==> config.mk <==
export PLATFORM = sky130hd
export DESIGN_NAME = ro_freq_meter
export DESIGN_NICKNAME = d
export VERILOG_FILES = /design/src/rtl/ro_meter_pkg.sv /design/src/rtl/ro_edge_counter.sv /design/src/rtl/ro_freq_meter.sv
export SDC_FILE = /design/constraint.sdc
export NUM_CORES = 1
export LEC_CHECK = 0
export ABC_AREA = 0
export BUFFER_PORTS_ARGS = -buffer_cell sky130_fd_sc_hd__buf_2
export CORE_MARGIN = 2
export CORE_UTILIZATION = 51
export DETAILED_ROUTE_END_ITERATION = 6
export PLACE_DENSITY = 0.81
export SETUP_SLACK_MARGIN = 0.1
export SKIP_CTS_REPAIR_TIMING = 1
export SYNTH_ARGS = -nofsm -noshare
export SYNTH_HDL_FRONTEND = slang
export SYNTH_SLANG_ARGS = --single-unit
==> constraint.sdc <==
create_clock -name clk -period 4.1 [get_ports clk]
set_clock_uncertainty 0.15 [all_clocks]
set_input_delay 0.205 -clock clk [delete_from_list [all_inputs] [get_ports clk]]
set_output_delay 0.205 -clock clk [all_outputs]
set_load 0.05 [all_outputs]
==> src/rtl/ro_meter_pkg.sv <==
// Shared types and default sizing for the ring-oscillator frequency meter.
package ro_meter_pkg;

  localparam int unsigned DefNumCh = 4;
  localparam int unsigned DefCntW  = 32;
  localparam int unsigned DefWinW  = 16;

  typedef enum logic [1:0] {
    StIdle,
    StGate,
    StDone
  } state_e;

endpackage

==> src/rtl/ro_edge_counter.sv <==
// One meter channel: synchroniser, rising-edge detector and saturating edge counter.
module ro_edge_counter import ro_meter_pkg::*; #(
  parameter int unsigned CNT_W = DefCntW
) (
  input  logic             clk,
  input  logic             reset,
  input  logic             in_signal,
  input  logic             clr,
  input  logic             en,
  output logic [CNT_W-1:0] cnt,
  output logic             ovf
);

  logic [1:0]       sync_q, sync_d;
  logic             hist_q, hist_d;
  logic [CNT_W-1:0] cnt_q, cnt_d;
  logic             ovf_q, ovf_d;
  logic             edge_det;

  assign edge_det = sync_q[1] & ~hist_q;

  always_comb begin
    sync_d = {sync_q[0], in_signal};
    hist_d = sync_q[1];
    cnt_d  = cnt_q;
    ovf_d  = ovf_q;
    if (clr) begin
      cnt_d = '0;
      ovf_d = 1'b0;
    end else if (en && edge_det) begin
      // Saturate instead of wrapping; the flag stays set until the next clear.
      if (cnt_q == {CNT_W{1'b1}}) begin
        ovf_d = 1'b1;
      end else begin
        cnt_d = cnt_q + 1'b1;
      end
    end
  end

  always_ff @(posedge clk) begin
    if (reset) begin
      sync_q <= '0;
      hist_q <= 1'b0;
      cnt_q  <= '0;
      ovf_q  <= 1'b0;
    end else begin
      sync_q <= sync_d;
      hist_q <= hist_d;
      cnt_q  <= cnt_d;
      ovf_q  <= ovf_d;
    end
  end

  assign cnt = cnt_q;
  assign ovf = ovf_q;

endmodule

==> src/rtl/ro_freq_meter.sv <==
// Multi-channel gated edge counter: counts input edges over a programmable window of clk cycles.
module ro_freq_meter import ro_meter_pkg::*; #(
  parameter int unsigned NUM_CH = DefNumCh,
  parameter int unsigned CNT_W  = DefCntW,
  parameter int unsigned WIN_W  = DefWinW
) (
  input  logic                    clk,
  input  logic                    reset,
  input  logic [NUM_CH-1:0]       in_signal,
  input  logic                    start,
  input  logic                    continuous,
  input  logic [WIN_W-1:0]        window_len,
  input  logic                    pause,
  output logic [NUM_CH*CNT_W-1:0] freq,
  output logic [NUM_CH-1:0]       overflow,
  output logic                    valid,
  output logic                    busy
);

  state_e                  state_q, state_d;
  logic [WIN_W-1:0]        win_len_q, win_len_d;
  logic [WIN_W-1:0]        win_cnt_q, win_cnt_d;
  logic [NUM_CH*CNT_W-1:0] freq_q, freq_d;
  logic [NUM_CH-1:0]       ovf_q, ovf_d;
  logic                    valid_q, valid_d;

  logic                    cnt_clr;
  logic                    cnt_en;
  logic                    latch;
  logic [NUM_CH*CNT_W-1:0] cnt_all;
  logic [NUM_CH-1:0]       ovf_all;

  for (genvar g = 0; g < NUM_CH; g++) begin : g_ch
    ro_edge_counter #(
      .CNT_W(CNT_W)
    ) u_cnt (
      .clk      (clk),
      .reset    (reset),
      .in_signal(in_signal[g]),
      .clr      (cnt_clr),
      .en       (cnt_en),
      .cnt      (cnt_all[g*CNT_W +: CNT_W]),
      .ovf      (ovf_all[g])
    );
  end

  always_ff @(posedge clk) begin
    if (reset) begin
      state_q   <= StIdle;
      win_len_q <= '0;
      win_cnt_q <= '0;
    end else begin
      state_q   <= state_d;
      win_len_q <= win_len_d;
      win_cnt_q <= win_cnt_d;
    end
  end

  always_comb begin
    state_d   = state_q;
    win_len_d = win_len_q;
    win_cnt_d = win_cnt_q;
    unique case (state_q)
      StIdle: begin
        if (start) begin
          // A zero-length window would never terminate; run it as one cycle.
          win_len_d = (window_len == '0) ? WIN_W'(1) : window_len;
          win_cnt_d = win_len_d;
          state_d   = StGate;
        end
      end
      StGate: begin
        if (!pause) begin
          win_cnt_d = win_cnt_q - 1'b1;
          if (win_cnt_q == WIN_W'(1)) begin
            state_d = StDone;
          end
        end
      end
      StDone: begin
        if (continuous) begin
          win_cnt_d = win_len_q;
          state_d   = StGate;
        end else begin
          state_d = StIdle;
        end
      end
      default: state_d = StIdle;
    endcase
  end

  always_comb begin
    cnt_clr = ((state_q == StIdle) && start) || (state_q == StDone);
    cnt_en  = (state_q == StGate) && !pause;
    latch   = (state_q == StDone);
    busy    = (state_q != StIdle);
    freq_d  = latch ? cnt_all : freq_q;
    ovf_d   = latch ? ovf_all : ovf_q;
    valid_d = latch;
  end

  always_ff @(posedge clk) begin
    if (reset) begin
      freq_q  <= '0;
      ovf_q   <= '0;
      valid_q <= 1'b0;
    end else begin
      freq_q  <= freq_d;
      ovf_q   <= ovf_d;
      valid_q <= valid_d;
    end
  end

  assign freq     = freq_q;
  assign overflow = ovf_q;
  assign valid    = valid_q;

endmodule

== Word-level counts from Yosys, hierarchy flattened ==
Cells that the tools add are included.

* Reductions and logical operators: 24
* Add/sub/neg operators: 5
* Muxes and demuxes: 10
* Equal/unequal tests: 11
* Bitwise logic cells: 12
* $lt $le $gt $ge: 0
* Div/mod/pow operators: 0
* $mul: 0
* Shifts and indexed selects: 0

{| class="wikitable"
|+ Operators with widths
! operator !! count
|-
| 32-bit by 1-bit adder with 32-bit output (second input constant) || 4
|-
| 32-bit equality test (second input constant) || 4
|-
| 16-bit 2-to-1 mux || 4
|-
| 16-bit one-hot mux with 3 select lines || 1
|-
| 2-bit AND reduction || 9
|-
| 16-bit by 1-bit equality test with 1-bit output (second input constant) || 1
|-
| 16-bit zero test || 1
|-
| 16-bit by 1-bit subtractor with 16-bit output (second input constant) || 1
|-
| 2-bit inequality test (second input constant) || 4
|-
| 1-bit NOT || 8
|-
| 1-bit logical AND || 6
|-
| 2-bit 2-to-1 mux || 3
|-
| 2-bit one-hot mux with 3 select lines || 1
|-
| 1-bit bitwise AND || 4
|-
| 4-bit AND reduction || 1
|-
| 3-bit AND reduction || 1
|-
| 3-bit nonzero test || 1
|-
| 2-bit by 1-bit equality test with 1-bit output (second input constant) || 1
|-
| 2-bit equality test (second input constant) || 1
|-
| 2-bit zero test || 1
|-
| 2-bit nonzero test || 1
|-
| 2-bit OR reduction || 1
|-
| 1-bit zero test || 1
|-
| 1-bit logical OR || 1
|-
| 1-bit 2-to-1 mux || 1
|}

* Output and inout port bits: 134
* Bits of input ports: 25
* Logic and storage cells: 84
* Memory bits (writable): 0
* Bits in latches: 0
* Memories kept: 0
* ROM bits: 0
* Register bits after elaboration: 311

== Depth between registers and ports, before layout ==
* Depth in word-level cells: 4
* Mapped depth: 10
* Depth with buffers taken out: 7

== Modules after synthesis ==
A second synthesis with hierarchy kept.

* Cell total of the unflattened synthesis: 1,557
* Area, all modules: 13,832.0 µm²

{| class="wikitable"
|+ By module, submodules not included
! module !! times used !! cells each !! area an instance (µm²) !! sequential area each (µm²)
|-
| ro_edge_counter || 4 || 213 || 1,773.0 || 720.7
|-
| ro_freq_meter || 1 || 705 || 6,740.2 || 3,343.2
|}

== Worst setup path after synthesis ==
Ideal clock, no wire load.

* Kind: reg-to-reg
* Start point: reg state_q[0]
* End point: reg g_ch[0].u_cnt.cnt_q[0]
* Buffers on the path: 5
* Stages on the path, launching flop included: 11
* Setup slack: 1.674 ns
* Required time: 3.822 ns
* Library setup time: 0.128 ns
* Arrival: 2.149 ns
* Clock period less this slack: 2.426 ns
* Cell sequence: dfxtp_1 inv_1 ha_1 and2_1 clkbuf_1 or3_1 clkbuf_1 buf_2 buf_1 buf_1 nor2_1

* Cells in the longest elaborated chain, start to end: 4
* Elaborated cells between the ends (all ways): 9
* Those cells by class: eq/ne: 2; reduce/logical: 7

{| class="wikitable"
|+ RTL lines
! element !! line !! text
|-
| start: declaration || ro_freq_meter.sv:20 || <nowiki>state_e state_q, state_d;</nowiki>
|-
| start signal: assignment || ro_freq_meter.sv:49 || <nowiki>state_q <= StIdle;</nowiki>
|-
| start signal: assignment || ro_freq_meter.sv:53 || <nowiki>state_q <= state_d;</nowiki>
|-
| 2-bit by 1-bit equality test with 1-bit output / 2-bit zero test (equally long branches) || ro_freq_meter.sv:94, ro_freq_meter.sv:93 ||
|-
| 1-bit logical AND, on equally long branches || ro_freq_meter.sv:94, ro_freq_meter.sv:93 ||
|-
| 1-bit logical AND / 1-bit logical OR (equally long branches) || ro_edge_counter.sv:30, ro_freq_meter.sv:93 ||
|-
| 2-bit AND reduction (no source line) / 2-bit OR reduction (equally long branches) || - ||
|-
| end signal: assignment || ro_edge_counter.sv:49 || <nowiki>cnt_q <= cnt_d;</nowiki>
|-
| end: declaration || ro_edge_counter.sv:16 || <nowiki>logic [CNT_W-1:0] cnt_q, cnt_d;</nowiki>
|}

Parallel ways exist; a longest one is shown, timed or not.
A chain may end at the register's enable or synchronous reset.

== Worst setup path after layout ==
* Start point: reg state_q[0]
* End point: reg g_ch[3].u_cnt.cnt_q[8]

* Cells in the longest elaborated chain, start to end: 4
* Elaborated cells between the ends (all ways): 9
* Those cells by class: eq/ne: 2; reduce/logical: 7

{| class="wikitable"
|+ RTL lines
! element !! line
|-
| 2-bit by 1-bit equality test with 1-bit output / 2-bit zero test (equally long branches) || ro_freq_meter.sv:94, ro_freq_meter.sv:93
|-
| 1-bit logical AND, on equally long branches || ro_freq_meter.sv:94, ro_freq_meter.sv:93
|-
| 1-bit logical AND / 1-bit logical OR (equally long branches) || ro_edge_counter.sv:30, ro_freq_meter.sv:93
|-
| 2-bit AND reduction (no source line) / 2-bit OR reduction (equally long branches) || -
|-
| end signal: assignment || ro_edge_counter.sv:49
|-
| end: declaration || ro_edge_counter.sv:16
|}

Parallel ways exist; a longest one is shown, timed or not.

==> impl_metrics.csv <==
group,metric,value,unit
sta,rsz0062_at_grt,"false",
floorplanning,die-height,167,um
placement,post_dp_cell_area,14600,um^2
sta,setup_tns,0,ns
clock_network,numClockSinks,311,
worst_hold_path,hp-class,"in2reg",
clock_network,clk-insertion-delay-late,0.55,ns
sta,finalHoldViolCount,0,
drt,remaining_drc_errors,0,
drt,num_vias,12100,
critical_path,rr_worst_depth,7,
placement,gp_congestion,0.880,
critical_path,slowest_stage,"or3_4",
critical_path,crit_fanout,67,
grt,antenna_found_initial,1,
critical_path,cp.required,4.40,ns
yosys,synthArstFlopShare,0,
worst_hold_path,whs_path_depth,2,
power,p_leak,5.65,nW
critical_path,worstReg2RegStart,"state_q[0]$_SDFFE_PP0P_",
grt,grt_pass1_wl,53.4,mm
critical_path,cp-end-kind,"flop",
drt,final_antenna_net_count,0,
placement,hpwl,21.7,mm
yosys,yosysTopAreaCell,"dfxtp_1",
sta,min_period_over_period,0.749,
critical_path,crit_arrival,3.37,ns
drt,detail_route.iter0.violations,899,
floorplanning,fp.coreArea,26100,um^2
sta,setup_viol,0,
clock_network,numCtsBuffers,31,
floorplanning,die_x,167,um
clock_network,cts_tree,"done",
sta,final_max_slew_viol_count,0,
critical_path,r2r-end,"g_ch[3].u_cnt.cnt[8]$_SDFFE_PP0P_",
finish,final_area,15900,um^2
floorplanning,initial_utilization,0.519,
finish,fill_cells,2206,
floorplanning,rows,59,
yosys,ys.flop_type,"dfxtp_1",
yosys,ys_warn_count,0,
grt,grt_util_all_layers,0.223,
sta,maxSlewHeadroom,0.236,
finish,final_nets,1729,
floorplanning,dieArea,27800,um^2
power,powerDensity,416,nW/um^2
critical_path,path_cells,"inv_1 > ha_1 > and2_1 > or3_4 > buf_4 > nor2_1 > a41o_1",
yosys,ys_ff_latch,311,
clock_network,cts.root.buffer_cell,"clkbuf_16",
finish,synthToLayoutAreaGrowth,17.4,%
yosys,synth_top_area_frac,0.460,
grt,gr-total-overflow,0,
critical_path,path_class,"reg2reg",
clock_network,cts_max_path_buffers,3,
clock_network,path_clk_slew,0.06,ns
critical_path,cp_top_family,"simple AND/OR/NAND/NOR gates",
yosys,synthTopCellsByArea,"dfxtp_1 46%, mux2i_1 10%, nor2_1 5.4%",
sta,fmax,326,MHz
power,vdd_drop_max,0.338,mV
drt,wirelength,32.7,mm
yosys,synth_cell_types,67,
yosys,avgSynthCellArea,8.74,um^2
yosys,synth.most_common_cell,"dfxtp_1",
drt,vias_per_cell,5.87,
run_status,status,"complete, no violations",
worst_hold_path,min_delay_worst_endpoint,"freq[71]$_SDFFE_PP0P_",
drt,wl_per_cell,15.9,um
yosys,synth-seq-area-share,0.460,
critical_path,critical_path_buf_inv_count,2,
sta,period_minus_slack,3.07,ns
yosys,syn-cell-area,13500,um^2
worst_hold_path,hp-start,"reset",
flow_run,maxCapViolations,0,
clock_network,h-tree-depth,1,
finish,fin_cells,2054,
finish,fin_util,0.609,
placement,io_buffers,158,
placement,dp.cells,1973,
drt,drt_pass1_iterations,6,
yosys,synth_enable_flop_cells,0,
floorplanning,io_pins,159,
grt,grt_max_degree,112,
grt,grt_pass1_vias,10800,
critical_path,start_kind,"flop",
finish,layout-drive-gt1-share,0.145,
yosys,synthCells,1548,
sta,worst_pin_slew,1.14,ns
critical_path,cpPeakStageDelay,0.77,ns
yosys,synth_commonest_cells,"311 x dfxtp_1, 196 x nor2_1, 135 x mux2i_1",
critical_path,ff2ff_setup_slack,1.03,ns
yosys,synthesis.nets,1584,
report_power, final:
| part | switching [mW] | internal, mW | leakage (nW) |
|---|---|---|---|
| registers | 0.0490 | 3.07 | 2.51 |
| clock network | 1.20 | 1.75 | 0.524 |
| logic | 0.348 | 0.188 | 2.62 |
how the worst max path moves through the flow:
stage / start / end / slack [ns] / cells after the start
6_report: state_q[0]$_SDFFE_PP0P_ / g_ch[3].u_cnt.cnt[8]$_SDFFE_PP0P_ / 1.03 / 7
5_1_grt: state_q[0]$_SDFFE_PP0P_ / g_ch[3].u_cnt.cnt[8]$_SDFFE_PP0P_ / 0.87 / 7
4_1_cts: state_q[0]$_SDFFE_PP0P_ / g_ch[3].u_cnt.cnt[8]$_SDFFE_PP0P_ / 1.03 / 7
3_5_place_dp: state_q[0]$_SDFFE_PP0P_ / g_ch[3].u_cnt.cnt[8]$_SDFFE_PP0P_ / 1.06 / 7
3_3_place_gp: state_q[0]$_SDFFE_PP0P_ / g_ch[3].u_cnt.cnt[8]$_SDFFE_PP0P_ / 1.13 / 7
2_1_floorplan: state_q[0]$_SDFFE_PP0P_ / g_ch[0].u_cnt.cnt[0]$_SDFFE_PP0P_ / 1.67 / 10
flip-flops by register name, summed over array words and instances (netlist names):
register           count
freq                 128
g_ch.u_cnt.cnt       128
g_ch.u_cnt.hist_q      4
g_ch.u_cnt.ovf         4
g_ch.u_cnt.sync_q      8
overflow               4
state_q                2
valid                  1
win_cnt_q             16
win_len_q             16
through the flow:
| stage | setup slack [ns] | hold WS, ns | power, mW |
|---|---|---|---|
| floorplan | 1.67 | 0.183 | 3.55 |
| global placement | 1.13 | 0.269 | 3.68 |
| detailed placement | 1.06 | 0.270 | 3.69 |
| CTS | 1.03 | -0.303 | 6.63 |
| global route | 0.867 | 0.0560 | 6.84 |
| finish | 1.03 | 0.0358 | 6.61 |
area by class of cell:
cell class,instances,area (um^2),area share
clock buffer,42,877,0.0552
sequential,311,6230,0.392
inverter,22,82.6,0.00520
multi-input combinational,1130,6910,0.435
timing repair buffer,197,1160,0.0729
tap,335,419,0.0264
clock inverter,16,203,0.0128
antenna,1,2.50,0.000158
logic make-up after synthesis:
logic type      Yosys count  share of synthesized area
buf+inv                 107                     0.0306
simple gates            665                      0.253
compound gates          300                      0.133
fa+ha+maj                11                     0.0102
xor+xnor                 19                     0.0123
mux                     135                     0.0999
flops                   311                      0.460
placed cells by master (no fill, tap or decap), drive strengths merged, types with 4 or more instances in the layout:
cell type,Yosys,final
mux2i,135,135
inv,22,23
o21ai,85,85
nand3,63,63
nor3,19,19
nor4,17,17
dlygate4sd3,0,22
and2,9,9
xor2,8,8
nand2b,5,5
o311ai,4,4
nor2b,17,17
nand4,32,32
o211ai,21,21
or4,42,42
or3,71,71
and3,21,21
a211oi,5,5
xnor2,11,11
buf,33,175
o31ai,24,24
a31oi,14,14
nand2,132,132
clkbuf,52,42
dfxtp,311,311
ha,11,11
nor2,196,196
and4,20,20
bufinv,0,4
or2,4,4
clkinv,0,8
a21oi,114,114
per-layer routing:
metal  wire, um  global-route usage
met5          0                   0
met4        813              0.0641
met3       1810              0.0299
met2      15100               0.370
met1      15000               0.304
No activity file was read; power rests on OpenSTA's default activity.
